`src/rtl/riscv_axi_pkg.sv`:
```
// Shared AXI response codes and error-FSM state types for the DRAM window bridge.
package riscv_axi_pkg;

   localparam logic [1:0] RespOkay   = 2'b00;
   localparam logic [1:0] RespDecerr = 2'b11;

   typedef enum logic [1:0] {RdIdle, RdDrain, RdResp} rd_state_e;
   typedef enum logic [1:0] {WrIdle, WrDrain, WrSink, WrBresp} wr_state_e;

endpackage

```
`src/rtl/riscv_axi_outstanding_ctr.sv`:
```
// Saturating in-flight transaction counter with full/empty flags.
module riscv_axi_outstanding_ctr #(
   parameter int unsigned C_LIMIT = 4
) (
   input  logic clk,
   input  logic rst_n,
   input  logic inc,
   input  logic dec,
   output logic full,
   output logic empty
);

   localparam int unsigned CW = $clog2(C_LIMIT + 1);

   logic [CW-1:0] count_q;

   always_ff @(posedge clk or negedge rst_n) begin
      if (!rst_n) begin
         count_q <= '0;
      end else if (inc && !dec && !full) begin
         count_q <= count_q + 1'b1;
      end else if (dec && !inc && !empty) begin
         count_q <= count_q - 1'b1;
      end
   end

   assign full  = (count_q == CW'(C_LIMIT));
   assign empty = (count_q == '0);

endmodule

```
`src/rtl/riscv_axi_dram_window.sv`:
```
// AXI4 address-window remapper with outstanding limits; out-of-window requests get
// DECERR responses when RISCV_WINDOW_ERR_EN is defined, otherwise every address is remapped.
module riscv_axi_dram_window
   import riscv_axi_pkg::*;
#(
   parameter int unsigned             C_ID_WIDTH        = 6,
   parameter int unsigned             C_ADDR_WIDTH      = 32,
   parameter int unsigned             C_DATA_WIDTH      = 64,
   parameter logic [C_ADDR_WIDTH-1:0] C_DRAM_BASE       = 32'h1000_0000,
   parameter int unsigned             C_DRAM_BITS       = 28,
   parameter logic [C_ADDR_WIDTH-1:0] C_OUT_BASE        = 32'h3000_0000,
   parameter int unsigned             C_MAX_OUTSTANDING = 4
) (
   input  logic                      m_axi_aclk,
   input  logic                      m_axi_aresetn,
   // core side
   input  logic [C_ID_WIDTH-1:0]     s_axi_awid,
   input  logic [C_ADDR_WIDTH-1:0]   s_axi_awaddr,
   input  logic [7:0]                s_axi_awlen,
   input  logic [2:0]                s_axi_awsize,
   input  logic [1:0]                s_axi_awburst,
   input  logic                      s_axi_awlock,
   input  logic [3:0]                s_axi_awcache,
   input  logic [2:0]                s_axi_awprot,
   input  logic [3:0]                s_axi_awqos,
   input  logic                      s_axi_awvalid,
   output logic                      s_axi_awready,
   input  logic [C_DATA_WIDTH-1:0]   s_axi_wdata,
   input  logic [C_DATA_WIDTH/8-1:0] s_axi_wstrb,
   input  logic                      s_axi_wlast,
   input  logic                      s_axi_wvalid,
   output logic                      s_axi_wready,
   output logic [C_ID_WIDTH-1:0]     s_axi_bid,
   output logic [1:0]                s_axi_bresp,
   output logic                      s_axi_bvalid,
   input  logic                      s_axi_bready,
   input  logic [C_ID_WIDTH-1:0]     s_axi_arid,
   input  logic [C_ADDR_WIDTH-1:0]   s_axi_araddr,
   input  logic [7:0]                s_axi_arlen,
   input  logic [2:0]                s_axi_arsize,
   input  logic [1:0]                s_axi_arburst,
   input  logic                      s_axi_arlock,
   input  logic [3:0]                s_axi_arcache,
   input  logic [2:0]                s_axi_arprot,
   input  logic [3:0]                s_axi_arqos,
   input  logic                      s_axi_arvalid,
   output logic                      s_axi_arready,
   output logic [C_ID_WIDTH-1:0]     s_axi_rid,
   output logic [C_DATA_WIDTH-1:0]   s_axi_rdata,
   output logic [1:0]                s_axi_rresp,
   output logic                      s_axi_rlast,
   output logic                      s_axi_rvalid,
   input  logic                      s_axi_rready,
   // memory side
   output logic [C_ID_WIDTH-1:0]     m_axi_awid,
   output logic [C_ADDR_WIDTH-1:0]   m_axi_awaddr,
   output logic [7:0]                m_axi_awlen,
   output logic [2:0]                m_axi_awsize,
   output logic [1:0]                m_axi_awburst,
   output logic                      m_axi_awlock,
   output logic [3:0]                m_axi_awcache,
   output logic [2:0]                m_axi_awprot,
   output logic [3:0]                m_axi_awqos,
   output logic                      m_axi_awvalid,
   input  logic                      m_axi_awready,
   output logic [C_DATA_WIDTH-1:0]   m_axi_wdata,
   output logic [C_DATA_WIDTH/8-1:0] m_axi_wstrb,
   output logic                      m_axi_wlast,
   output logic                      m_axi_wvalid,
   input  logic                      m_axi_wready,
   input  logic [C_ID_WIDTH-1:0]     m_axi_bid,
   input  logic [1:0]                m_axi_bresp,
   input  logic                      m_axi_bvalid,
   output logic                      m_axi_bready,
   output logic [C_ID_WIDTH-1:0]     m_axi_arid,
   output logic [C_ADDR_WIDTH-1:0]   m_axi_araddr,
   output logic [7:0]                m_axi_arlen,
   output logic [2:0]                m_axi_arsize,
   output logic [1:0]                m_axi_arburst,
   output logic                      m_axi_arlock,
   output logic [3:0]                m_axi_arcache,
   output logic [2:0]                m_axi_arprot,
   output logic [3:0]                m_axi_arqos,
   output logic                      m_axi_arvalid,
   input  logic                      m_axi_arready,
   input  logic [C_ID_WIDTH-1:0]     m_axi_rid,
   input  logic [C_DATA_WIDTH-1:0]   m_axi_rdata,
   input  logic [1:0]                m_axi_rresp,
   input  logic                      m_axi_rlast,
   input  logic                      m_axi_rvalid,
   output logic                      m_axi_rready,
   output logic [7:0]                err_count
);

   localparam logic [C_ADDR_WIDTH-1:0] LowMask =
      C_ADDR_WIDTH'((64'd1 << C_DRAM_BITS) - 64'd1);

   function automatic logic [C_ADDR_WIDTH-1:0] remap(input logic [C_ADDR_WIDTH-1:0] a);
      return (C_OUT_BASE & ~LowMask) | (a & LowMask);
   endfunction

   // Valids/readies are forced low combinationally for the whole time reset is held.
   logic run;
   assign run = m_axi_aresetn;

   logic rd_full, rd_empty, wr_full, wr_empty;

   riscv_axi_outstanding_ctr #(
      .C_LIMIT (C_MAX_OUTSTANDING)
   ) u_rd_ctr (
      .clk   (m_axi_aclk),
      .rst_n (m_axi_aresetn),
      .inc   (m_axi_arvalid & m_axi_arready),
      .dec   (m_axi_rvalid & m_axi_rready & m_axi_rlast),
      .full  (rd_full),
      .empty (rd_empty)
   );

   riscv_axi_outstanding_ctr #(
      .C_LIMIT (C_MAX_OUTSTANDING)
   ) u_wr_ctr (
      .clk   (m_axi_aclk),
      .rst_n (m_axi_aresetn),
      .inc   (m_axi_awvalid & m_axi_awready),
      .dec   (m_axi_bvalid & m_axi_bready),
      .full  (wr_full),
      .empty (wr_empty)
   );

   // Address channels: remap plus field passthrough with no added latency.
   assign m_axi_awid    = s_axi_awid;
   assign m_axi_awaddr  = remap(s_axi_awaddr);
   assign m_axi_awlen   = s_axi_awlen;
   assign m_axi_awsize  = s_axi_awsize;
   assign m_axi_awburst = s_axi_awburst;
   assign m_axi_awlock  = s_axi_awlock;
   assign m_axi_awcache = s_axi_awcache;
   assign m_axi_awprot  = s_axi_awprot;
   assign m_axi_awqos   = s_axi_awqos;
   assign m_axi_arid    = s_axi_arid;
   assign m_axi_araddr  = remap(s_axi_araddr);
   assign m_axi_arlen   = s_axi_arlen;
   assign m_axi_arsize  = s_axi_arsize;
   assign m_axi_arburst = s_axi_arburst;
   assign m_axi_arlock  = s_axi_arlock;
   assign m_axi_arcache = s_axi_arcache;
   assign m_axi_arprot  = s_axi_arprot;
   assign m_axi_arqos   = s_axi_arqos;
   assign m_axi_wdata   = s_axi_wdata;
   assign m_axi_wstrb   = s_axi_wstrb;
   assign m_axi_wlast   = s_axi_wlast;

`ifdef RISCV_WINDOW_ERR_EN

   localparam int unsigned OwedW = $clog2(C_MAX_OUTSTANDING + 1);

   rd_state_e             rd_state_q;
   wr_state_e             wr_state_q;
   logic [C_ID_WIDTH-1:0] rd_id_q, wr_id_q;
   logic [7:0]            rd_len_q, rd_beat_q;
   logic                  w_sink_q;
   logic [OwedW-1:0]      w_owed_q;
   logic [7:0]            err_q;
   logic                  ar_in_win, aw_in_win, ar_reject, aw_reject;
   logic                  rd_idle, wr_idle, rd_pass, wr_pass, aw_fwd, w_fwd_last;
   logic [8:0]            err_sum;

   assign ar_in_win = ((s_axi_araddr ^ C_DRAM_BASE) & ~LowMask) == '0;
   assign aw_in_win = ((s_axi_awaddr ^ C_DRAM_BASE) & ~LowMask) == '0;
   assign rd_idle   = (rd_state_q == RdIdle);
   assign wr_idle   = (wr_state_q == WrIdle);
   assign rd_pass   = (rd_state_q != RdResp);
   assign wr_pass   = (wr_state_q != WrBresp);

   assign ar_reject = run & rd_idle & s_axi_arvalid & ~ar_in_win;
   // A rejected AW must not flip the W route while an earlier burst's data is still owed.
   assign aw_reject = run & wr_idle & s_axi_awvalid & ~aw_in_win & (w_owed_q == '0);

   assign m_axi_arvalid = run & rd_idle & s_axi_arvalid & ar_in_win & ~rd_full;
   assign s_axi_arready = run & rd_idle & (ar_in_win ? (m_axi_arready & ~rd_full) : 1'b1);
   assign m_axi_awvalid = run & wr_idle & s_axi_awvalid & aw_in_win & ~wr_full;
   assign s_axi_awready = run & wr_idle &
                          (aw_in_win ? (m_axi_awready & ~wr_full) : (w_owed_q == '0));

   assign m_axi_wvalid = run & s_axi_wvalid & ~w_sink_q;
   assign s_axi_wready = run & (w_sink_q ? (wr_state_q == WrSink) : m_axi_wready);

   assign s_axi_rvalid = run & (rd_pass ? m_axi_rvalid : 1'b1);
   assign s_axi_rid    = rd_pass ? m_axi_rid : rd_id_q;
   assign s_axi_rdata  = rd_pass ? m_axi_rdata : '0;
   assign s_axi_rresp  = rd_pass ? m_axi_rresp : RespDecerr;
   assign s_axi_rlast  = rd_pass ? m_axi_rlast : (rd_beat_q == rd_len_q);
   assign m_axi_rready = run & rd_pass & s_axi_rready;

   assign s_axi_bvalid = run & (wr_pass ? m_axi_bvalid : 1'b1);
   assign s_axi_bid    = wr_pass ? m_axi_bid : wr_id_q;
   assign s_axi_bresp  = wr_pass ? m_axi_bresp : RespDecerr;
   assign m_axi_bready = run & wr_pass & s_axi_bready;

   always_ff @(posedge m_axi_aclk or negedge m_axi_aresetn) begin
      if (!m_axi_aresetn) begin
         rd_state_q <= RdIdle;
         rd_id_q    <= '0;
         rd_len_q   <= '0;
         rd_beat_q  <= '0;
      end else begin
         unique case (rd_state_q)
            RdIdle: if (ar_reject) begin
               rd_id_q    <= s_axi_arid;
               rd_len_q   <= s_axi_arlen;
               rd_beat_q  <= '0;
               rd_state_q <= RdDrain;
            end
            RdDrain: if (rd_empty) rd_state_q <= RdResp;
            RdResp: if (s_axi_rready) begin
               if (rd_beat_q == rd_len_q) rd_state_q <= RdIdle;
               else                       rd_beat_q  <= rd_beat_q + 8'd1;
            end
            default: rd_state_q <= RdIdle;
         endcase
      end
   end

   always_ff @(posedge m_axi_aclk or negedge m_axi_aresetn) begin
      if (!m_axi_aresetn) begin
         wr_state_q <= WrIdle;
         wr_id_q    <= '0;
         w_sink_q   <= 1'b0;
      end else begin
         unique case (wr_state_q)
            WrIdle: if (aw_reject) begin
               wr_id_q    <= s_axi_awid;
               w_sink_q   <= 1'b1;
               wr_state_q <= WrDrain;
            end else if (m_axi_awvalid && m_axi_awready) begin
               w_sink_q <= 1'b0;
            end
            WrDrain: if (wr_empty) wr_state_q <= WrSink;
            WrSink:  if (s_axi_wvalid && s_axi_wlast) wr_state_q <= WrBresp;
            WrBresp: if (s_axi_bready) wr_state_q <= WrIdle;
            default: wr_state_q <= WrIdle;
         endcase
      end
   end

   assign aw_fwd     = m_axi_awvalid & m_axi_awready;
   assign w_fwd_last = m_axi_wvalid & m_axi_wready & s_axi_wlast;
   assign err_sum    = {1'b0, err_q} + 9'(ar_reject) + 9'(aw_reject);

   always_ff @(posedge m_axi_aclk or negedge m_axi_aresetn) begin
      if (!m_axi_aresetn) begin
         w_owed_q <= '0;
         err_q    <= '0;
      end else begin
         w_owed_q <= w_owed_q + OwedW'(aw_fwd) - OwedW'(w_fwd_last);
         err_q    <= err_sum[8] ? 8'hFF : err_sum[7:0];
      end
   end

   assign err_count = err_q;

`else

   logic unused_empty;
   assign unused_empty = rd_empty ^ wr_empty;

   assign m_axi_arvalid = run & s_axi_arvalid & ~rd_full;
   assign s_axi_arready = run & m_axi_arready & ~rd_full;
   assign m_axi_awvalid = run & s_axi_awvalid & ~wr_full;
   assign s_axi_awready = run & m_axi_awready & ~wr_full;

   assign m_axi_wvalid = run & s_axi_wvalid;
   assign s_axi_wready = run & m_axi_wready;

   assign s_axi_rvalid = run & m_axi_rvalid;
   assign s_axi_rid    = m_axi_rid;
   assign s_axi_rdata  = m_axi_rdata;
   assign s_axi_rresp  = m_axi_rresp;
   assign s_axi_rlast  = m_axi_rlast;
   assign m_axi_rready = run & s_axi_rready;

   assign s_axi_bvalid = run & m_axi_bvalid;
   assign s_axi_bid    = m_axi_bid;
   assign s_axi_bresp  = m_axi_bresp;
   assign m_axi_bready = run & s_axi_bready;

   assign err_count = 8'h00;

`endif

endmodule
```
`config.mk`:
```
export PLATFORM = sky130hd
export DESIGN_NAME = riscv_axi_dram_window
export DESIGN_NICKNAME = d
export VERILOG_FILES = /design/src/rtl/riscv_axi_pkg.sv /design/src/rtl/riscv_axi_outstanding_ctr.sv /design/src/rtl/riscv_axi_dram_window.sv
export SDC_FILE = /design/constraint.sdc
export NUM_CORES = 1
export LEC_CHECK = 0
export CAP_MARGIN = 5
export CORE_AREA = 2 2 227 229
export CTS_CLUSTER_DIAMETER = 40
export DETAILED_ROUTE_END_ITERATION = 6
export DIE_AREA = 0 0 229 231
export PLACE_DENSITY = 0.42
export SKIP_LAST_GASP = 1
export SLEW_MARGIN = 10
export SYNTH_ARGS = -nofsm -noshare
export SYNTH_HDL_FRONTEND = slang
export SYNTH_SLANG_ARGS = --single-unit
```
`constraint.sdc`:
```
create_clock -name m_axi_aclk -period 5.1 [get_ports m_axi_aclk]
set_input_delay 1.02 -clock m_axi_aclk [delete_from_list [all_inputs] [get_ports m_axi_aclk]]
set_output_delay 1.02 -clock m_axi_aclk [all_outputs]
set_load 0.05 [all_outputs]
```
==> results of run 1 <==
-- worst register-to-register path, stage by stage, from the launching register on --
cell	delay, ps
dfrtp_1	420
nor2_1	110
a21oi_2	350
nand2_1	140
fa_1	490
or2_2	310
mux2i_1	120
a21oi_1	70
-- cell usage in the layout, fill, tap and decap left out --
cell type,netlist,layout
clkdlybuf4s50_1,0,23
conb_1,2,16
nor2_1,10,10
nand2_1,6,6
and2_1,6,6
dfrtp_1,6,6
mux2i_1,4,4
and3_2,3,3
and3_1,3,3
clkbuf_16,0,3
buf_4,288,3
a21oi_1,2,2
o21ai_1,2,2
o21ai_0,2,2
o221ai_1,2,2
fa_1,2,2
diode_2,0,1
nand4_1,1,1
nand3_1,1,1
a21oi_2,1,1
nand3_4,1,1
or3b_4,1,1
inv_1,1,1
a21o_1,1,1
o31a_1,1,1
o22ai_1,1,1
mux2_2,1,1
or2_2,1,1
nor4b_1,1,1
a311oi_1,1,1
o32a_1,1,1
xnor2_1,1,1
-- flip-flops by register name, summed over array words and instances, names as in the netlist --
name,count
u_rd_ctr.count_q,3
u_wr_ctr.count_q,3
-- layout make-up --
| type | instances | area (um2) | area share |
|---|---|---|---|
| Multi-Input combinational cell | 72 | 452 | 0.253 |
| Inverter | 1 | 3.75 | 0.00210 |
| Sequential cell | 6 | 150 | 0.0840 |
| Clock buffer | 3 | 75.1 | 0.0420 |
| Tap cell | 680 | 851 | 0.476 |
| Timing Repair Buffer | 26 | 253 | 0.141 |
| Antenna cell | 1 | 2.50 | 0.00140 |
-- logic make-up after synthesis --
logic type / share of synthesized area
adders and majority gates: 0.0147
buffers and inverters: 0.798
and+or+nand+nor: 0.0712
xor gates and xnor gates: 0.00322
DFF: 0.0551
other: 0.00276
muxes: 0.0188
AOI/OAI and AO/OA: 0.0359
-- worst paths after layout --
path,startpoint,to,slack (ps),cells after the start
worst max-delay path,m_axi_aresetn,m_axi_wvalid,1000,4
worst min-delay path,u_wr_ctr.count_q[2],u_wr_ctr.count_q[2],530,1
worst max register to register,u_rd_ctr.count_q[0],u_rd_ctr.count_q[2],2960,7
worst min register to register,u_wr_ctr.count_q[2],u_wr_ctr.count_q[2],530,1
max in group asynchronous,m_axi_aresetn,u_wr_ctr.count_q[2],3340,2
min in group asynchronous,m_axi_aresetn,u_rd_ctr.count_q[2],1180,1
-- routing by layer --
layer	global-route usage	share of wire	up-vias
met4	0.0578	0.18	0
met3	0.0299	0.22	144
met1	0.0176	0.20	391
met2	0.0445	0.41	261
li1	-	-	310
met5	0	0	-
-- power by group --
part	switching [mW]	internal [mW]	total (mW)
clock	0.0360	0.102	0.138
combinational	0.116	0.0821	0.198
sequential	0.0381	0.0714	0.110
total	0.190	0.255	0.445
-- stage by stage --
stage	total power [mW]	hold WS [ps]	setup slack, ps	instances	instance area (um2)
2_1_floorplan	0.837	478	2400	369	2780
3_3_place_gp	0.308	518	899	785	1710
3_5_place_dp	0.310	521	871	785	1710
4_1_cts	0.454	528	860	788	1780
5_1_grt	0.483	542	813	788	1780
6_report	0.445	528	997	789	1790
==> results.md, run 1 <==
* CTS tree: built
* ANT nets after route at 0
* Slew Viols, Final at 0
* Die footprint at approximately 53000 um2
* Largest cells by area after synthesis: buf_4 79%, dfrtp_1 5.5%, fa_1 1.5%, mux2i_1 1.5%, and2_1 1.4%
* Max H-tree Level at 1
* Max clock buf depth at 2
* Worst rel slew slack at 0.566
* Post-synth top area share at 0.794
* Yosys top cell by area: buf_4
* Largest stage delay on the critical path at approximately 880 ps
* Via count at ~1100
* Chip height at 231 um
* # setup viols final at 0
* Syn Area/Cell at ~7.7 um2
* Synth Flop Type: dfrtp_1
* Critical path data required time at 4080 ps
* Top cells by count, synth: 288 x buf_4, 10 x nor2_1, 6 x and2_1, 6 x dfrtp_1, 6 x nand2_1
* Clock transition at the registers of the reported paths at ~30 ps
* First-pass GRT wire length at around 11000 um
* Tcrit/Tclk final at 0.805
* Flops & latches, synth at 6
* Cell variety after synth at 30
* Buffers plus inverters on the worst setup path at 3
* Drt wl/cell at between 10 and 15 um
* Post-synth EDFFs at 0
* Total wire length at slightly above 9000 um
* Vias in the first global route at around 1100
* IO buf count at 23
* Synthesis-to-layout area growth at -34.4%
* Critical path arrival at 3080 ps
* Drt pass-1 iters at 4
* Vias per cell at between 1 and 1.5
* Drt initial violations at 56
* Clock Sinks at 6
* Critical path endpoint category: primary output
* Post-DP HPWL at just under 8000 um
* Core ar. at a little over 50000 um2
* Outcome: complete, no violations
* CP Cell Sequence: clkdlybuf4s50_1 -> buf_4 -> and2_1 -> clkdlybuf4s50_1
* Placement row count at between 80 and 90
* Slowest stage cell, crit path: clkdlybuf4s50_1
* Fill count at 6118
* Seq/Total Area, Yosys at 0.0551
* Finished Core Util at 0.0353
* Maximum vdd drop at ~0.000083 V
* Worst min path class: flip-flop to flip-flop
* Initial antenna violation count at 0
* GP Congestion at roughly 0.63
* Root buffer cell: clkbuf_16
* Top-count cell post-synth: buf_4
* Number of remaining DRC errors at 0
* Largest net degree at the start of global routing at 12
* Setup Crit Path Kind: primary input to primary output
* Worst-margin pin slew at approximately 650 ps
* RSZ-0062 raised after global routing: no
* Pleak at between 0.4 and 0.5 nW
* Yosys warns at 0
* Clk_lat worst skew at between 200 and 250 ps
* Largest delay share family, worst path: buffers and inverters
* CP dominant cell by count: clkdlybuf4s50_1
* PD cells at ~250 nW/um2
* Final min period at about 4100 ps
* CP max FO at 12
* Max-cap check violation count at 0
* CP startpoint kind: primary input
* Postcts setup bufs at 0
* Fin Setup TNS at 0 ps
* Clock skew at between 0.2 and 0.3 ps
* Post-cts sizing count at 0
* Initial core utilization at 0.0537
* Final Hold Fails at 0
* Die width at approximately 230 um
* Fmax at roughly 240 MHz
* Layout cells sized above 1 at 0.130
* Io pins at a little under 600
* Hold buffers post-CTS at 0
* Post-Syn Area at approximately 2700 um2
* Ys async rst share at 1.00
* GR Util All Layers at 0.0324
* Nets at 404
* Overflow after GRT at 0
* Synth Instances at 355
* Clock buffer count from CTS at 3
Power figures use the tool's default switching activity.
==> run 2: changes to the inputs <==
CORE_AREA = 2 2 226 228   (was 2 2 227 229)
DIE_AREA = 0 0 228 230   (was 0 0 229 231)
clock period = 4 ns   (was 5.1 ns; I/O delays follow)
==> run 2 against run 1 <==
Via count down 2.9%; combinational power rose by 28%; register-to-register slack worse by 1000 ps; wire length decreased by 3.3%; core utilization hardly changed; final area fell by 2.1%; critical path depth unchanged; largest power group unchanged; sequential share of layout area grew 0.18 points; sequential cell count stayed put; first-iteration DRC count fell by 14%; clock skew barely moved.
==> results.md, run 2 (synthesized netlist as in run 1, its figures left out) <==
* Outcome: complete, no violations
* Largest regs: u_rd_ctr.count_q: 3 flops, u_wr_ctr.count_q: 3 flops
* GP Congestion at 0.625 (-0.95%)
* CP startpoint kind: primary input
* Number of remaining DRC errors at 0 (unchanged)
* Post-cts sizing count at 0 (unchanged)
* Fin Setup TNS at 0 ps (unchanged)
* Clock skew at 0.251 ps (-0.0255 ps)
* Initial core utilization at 0.0546 (+0.000879)
* Post-DP HPWL at 7360 um (-4.2%)
* Worst-margin pin slew at 548 ps (-100 ps)
* Critical path data required time at 3200 ps (-880 ps)
* Die width at 228 um (-0.44%)
* Storage element area at 150 um2 (unchanged)
* Clock buffer count from CTS at 3 (unchanged)
* Die footprint at 52400 um2 (-0.87%)
* Root buffer cell: clkbuf_16
* ANT nets after route at 0 (unchanged)
* Critical path endpoint category: primary output
* Clock transition at the registers of the reported paths at 30 ps (about the same)
* Maximum vdd drop at 0.0000668 V (-20%)
* Max clock buf depth at 2 (unchanged)
* Critical path arrival at 2370 ps (-710 ps)
* Drt pass-1 iters at 4 (unchanged)
* Chip height at 230 um (-0.43%)
* Worst min path class: flip-flop to flip-flop
* Vias in the first global route at 1107 (-0.63%)
* Placement row count at 82 (-1.2%)
* Max H-tree Level at 1 (unchanged)
* GR Util All Layers at 0.0304 (-0.00194)
* IO buf count at 23 (unchanged)
* Layout cells sized above 1 at 0.222 (+0.0926)
* Drt wl/cell at 11.2 um (-2.2%)
* Drt initial violations at 48 (-14%)
* Commonest non-fill, non-tap cell in the layout: conb_1
* Max-cap check violation count at 0 (unchanged)
* Fmax at approximately 320 MHz
* Hold buffers post-CTS at 0 (unchanged)
* Via count at 1074 (-2.9%)
* Setup Crit Path Kind: primary input to primary output
* Nets at 404 (unchanged)
* Multi-input gate area at 452 um2 (unchanged)
* CTS tree: built
* Vias per cell at 1.38 (-1.8%)
* Worst rel slew slack at 0.633 (+0.0670)
* Final Hold Fails at 0 (unchanged)
* Synthesis-to-layout area growth at -35.8%
* CP max FO at 11 (-1)
* # setup viols final at 0 (unchanged)
* Leading cell types in the layout, fill and taps excluded: 16 x conb_1, 13 x clkdlybuf4s50_1, 13 x buf_4
* Initial antenna violation count at 0 (unchanged)
* Final WS setup at 829 ps (-167 ps)
* PD cells at 320 nW/um2 (+28%)
* Final min period at around 3200 ps
* Clk_lat worst skew at 230 ps (about the same)
* RSZ-0062 raised after global routing: no
* Total wire length at 8750 um (-3.3%)
* Slew Viols, Final at 0 (unchanged)
* Pleak at 0.432 nW (+3.6%)
* Postcts setup bufs at 0 (unchanged)
* Largest net degree at the start of global routing at 12 (unchanged)
* Fill count at 5989 (-2.1%)
* Tcrit/Tclk final at 0.793
* First-pass GRT wire length at 10300 um (-2.0%)
* Core ar. at 49900 um2 (-1.6%)
* Antenna cells at 0 (-1)
* Clock Sinks at 6 (unchanged)
* Place WS at 721 ps (-150 ps)
* Io pins at 590 (unchanged)
* Overflow after GRT at 0 (unchanged)
## run 2: cell types whose count changed in the layout (fill, tap and decap cells not counted)
| cell | before | now |
|---|---|---|
| buf_4 | 3 | 13 |
| clkdlybuf4s50_1 | 23 | 13 |
| diode_2 | 1 | 0 |
## run 2: through the flow
stage          area, um2  utilization  cells  hold WS (ps)  power (mW)
4_1_cts             1750       0.0351    780           520       0.567
2_1_floorplan       2780            -    369           478        1.07
6_report            1750       0.0351    780           521       0.559
3_5_place_dp        1670       0.0336    777           511       0.394
3_3_place_gp        1670       0.0336    777           518       0.390
5_1_grt             1750       0.0351    780           575       0.604
## run 2: critical path, stage by stage
cell and delay [ps]:
clkdlybuf4s50_1 820, buf_4 300, and3_2 240, buf_4 210
## run 2: power breakdown
part / internal (mW) / switching, mW / total, mW
clock network: 0.129 / 0.0375 / 0.166
registers: 0.0911 / 0.0479 / 0.139
logic: 0.102 / 0.151 / 0.254
total: 0.322 / 0.237 / 0.559
## run 2: final timing paths
| path | start | end | slack, ps | cells past startpoint |
|---|---|---|---|---|
| setup / recovery | m_axi_aresetn | m_axi_awvalid | 830 | 4 |
| max in group asynchronous | m_axi_aresetn | u_wr_ctr.count_q[1] | 2510 | 2 |
| setup reg to reg | u_wr_ctr.count_q[0] | u_wr_ctr.count_q[1] | 1940 | 6 |
| hold / removal | u_wr_ctr.count_q[2] | u_wr_ctr.count_q[2] | 520 | 1 |
| min in group asynchronous | m_axi_aresetn | u_rd_ctr.count_q[2] | 930 | 1 |
| hold reg to reg | u_wr_ctr.count_q[2] | u_wr_ctr.count_q[2] | 520 | 1 |
## run 2: layout make-up
class,instances,area share
Timing Repair Buffer,26,0.130
Sequential cell,6,0.0858
Multi-Input combinational cell,72,0.258
Inverter,1,0.00215
Tap cell,672,0.481
Clock buffer,3,0.0429
## run 2: metal layers
layer / track usage / wire length [um] / vias up
met5: 0 / 0 / -
met4: 0.0437 / 1350 / 0
met3: 0.0370 / 2130 / 122
met2: 0.0365 / 3330 / 274
met1: 0.0193 / 1940 / 374
li1: - / - / 304
==> run 3: changes to the inputs <==
CORE_AREA = 2 2 232 234   (was 2 2 226 228)
DIE_AREA = 0 0 234 236   (was 0 0 228 230)
clock period = 2.7 ns   (was 4 ns; I/O delays follow)
==> run 3 against run 2 <==
Register-to-register slack got worse by 1200 ps; largest cell class unchanged; worst setup slack got worse by 530 ps; sequential power increased by 48%; critical path depth increased by 5; combinational power increased by 66%; highest routed layer unchanged; clock-buffer cell count unchanged.
==> results.md, run 3 (synthesized netlist as in run 1, its figures left out) <==
* Nets at 409 (+1.2%)
* ANT nets after route at 0 (unchanged)
* Internal power at 0.516 mW (+60%)
* Placement row count at 85 (+3.7%)
* IO buf count at 23 (unchanged)
* Clock Sinks at 6 (unchanged)
* Drt pass-1 iters at 3 (-1)
* Hold buffers post-CTS at 0 (unchanged)
* Die footprint at 55200 um2 (+5.3%)
* Fmax at 417 MHz
* Drt wl/cell at 10.4 um (-7.1%)
* Overflow after GRT at 0 (unchanged)
* Clock skew at 0.0609 ps (-0.190 ps)
* Layout Cell Area excl Fill at 1950 um2 (+12%)
* Slew Viols, Final at 0 (unchanged)
* Sw Share at 0.405 (-0.0182)
* Clock transition at the registers of the reported paths at 40 ps (about the same)
* Critical path arrival at 2500 ps (+130 ps)
* Placed cell area at 1880 um2 (+12%)
* CP max FO at 4 (-7)
* Clock buffer count from CTS at 3 (unchanged)
* Final min period at roughly 2400 ps
* Fill count at 6264 (+4.6%)
* Synthesis-to-layout area growth at -28.3%
* Number of remaining DRC errors at 0 (unchanged)
* Critical path data required time at 2800 ps (-400 ps)
* Die width at 234 um (+2.6%)
* Tcrit/Tclk final at 0.887
* Largest net degree at the start of global routing at 12 (unchanged)
* Io pins at 590 (unchanged)
* Reg-to-reg startpoint: u_wr_ctr.count_q[0]
* Antenna cells at 0 (unchanged)
* Total wire length at 8430 um (-3.6%)
* Sw Pwr at 0.352 mW (+48%)
* Hold_sp: u_wr_ctr.count_q[2]
* Max clock buf depth at 2 (unchanged)
* Fin Setup TNS at 0 ps (unchanged)
* Pleak at 0.498 nW (+15%)
* Non-filler cells, final at 809 (+3.7%)
* Layout cells sized above 1 at 0.265 (+0.0433)
* Clk_lat worst skew at 230 ps (about the same)
* Setup Crit Path Kind: primary input to flip-flop
* Initial core utilization at 0.0513 (-0.00330)
* Core ar. at 53100 um2 (+6.4%)
* Vias per cell at 1.33 (-3.3%)
* GR Util All Layers at 0.0276 (-0.00286)
* Largest regs: u_rd_ctr.count_q: 3 flops, u_wr_ctr.count_q: 3 flops
* Via count at 1077 (+0.28%)
* Post-DP HPWL at 7140 um (-2.9%)
* Maximum vdd drop at 0.000224 V (+240%)
* Max-cap check violation count at 0 (unchanged)
* Worst min path class: flip-flop to flip-flop
* Critical path origin: m_axi_aresetn
* Post-cts sizing count at 0 (unchanged)
* Clock share of power at 0.276 (-0.021)
* Root buffer cell: clkbuf_16
* CP startpoint kind: primary input
* Vias in the first global route at 1123 (+1.4%)
* Comb pwr share at 0.486 (+0.032)
* Leading cell types in the layout, fill and taps excluded: 16 x conb_1, 12 x clkdlybuf4s50_1, 11 x buf_12
* Placed insts at 806 (+3.7%)
* Postcts setup bufs at 0 (unchanged)
* Max H-tree Level at 1 (unchanged)
* # setup viols final at 0 (unchanged)
* Outcome: complete, no violations
* PD cells at 444 nW/um2 (+39%)
* GP Congestion at 0.579 (-7.5%)
* Chip height at 236 um (+2.6%)
* RSZ-0062 raised after global routing: no
* Drt initial violations at 38 (-21%)
* CTS tree: built
* Seq pwr share at 0.238 (-0.011)
* Critical path endpoint category: flip-flop
* Finished Core Util at 0.0368 (+0.00170)
* First-pass GRT wire length at 9820 um (-4.8%)
* Initial antenna violation count at 0 (unchanged)
* Final Hold Fails at 0 (unchanged)
* Commonest non-fill, non-tap cell in the layout: conb_1
[run 3: cell count changes in the layout (fill, tap and decap cells not counted), sizes merged]
cell           previous run  this run
buf                      13        19
clkdlybuf4s50            13        12
[run 3: worst paths after layout]
kind / cells past startpoint / slack [ps] / end
min: 1 / 510 / u_wr_ctr.count_q[2]
max: 9 / 300 / u_rd_ctr.count_q[2]
min in group asynchronous: 3 / 810 / u_rd_ctr.count_q[0]
min reg2reg: 1 / 510 / u_wr_ctr.count_q[2]
max in group asynchronous: 3 / 1730 / u_wr_ctr.count_q[1]
max reg2reg: 6 / 700 / u_wr_ctr.count_q[1]
[run 3: area by class of cell]
class	instances	area, um2	area share
clock buffer	3	75.1	0.0385
inverter	1	3.75	0.00192
multi-input combinational	72	452	0.231
sequential	6	150	0.0769
tap	696	871	0.446
timing repair buffer	31	400	0.205
[run 3: layer usage]
| layer | track usage | share of wire | up-vias |
|---|---|---|---|
| met5 | 0 | 0 | - |
| met3 | 0.0300 | 0.25 | 164 |
| li1 | - | - | 316 |
| met2 | 0.0335 | 0.37 | 243 |
| met4 | 0.0520 | 0.20 | 0 |
| met1 | 0.0142 | 0.18 | 354 |
[run 3: worst max-delay path, stage by stage]
cell and delay (ps):
clkdlybuf4s50_1 500, buf_12 130, nand3_1 110, a21oi_2 140, nand2_1 90, fa_1 480
or2_2 310, mux2i_1 120, a21oi_1 80
[run 3: power by group through the flow]
stage | logic (mW) | registers, mW | clock network, mW
after global placement | 0.417 | 0.208 | 0
after floorplan | 1.39 | 0.191 | 0
after detailed placement | 0.422 | 0.207 | 0
after CTS | 0.425 | 0.206 | 0.245
final | 0.422 | 0.206 | 0.239
after global routing | 0.462 | 0.220 | 0.255
[run 3: through the flow]
stage               setup WS (ps)  hold WS (ps)  total power [mW]
floorplan                     583           244              1.58
global placement             21.0           516             0.625
detailed placement           51.0           512             0.630
CTS                           289           516             0.876
global route                  143           564             0.936
finish                        304           511             0.867
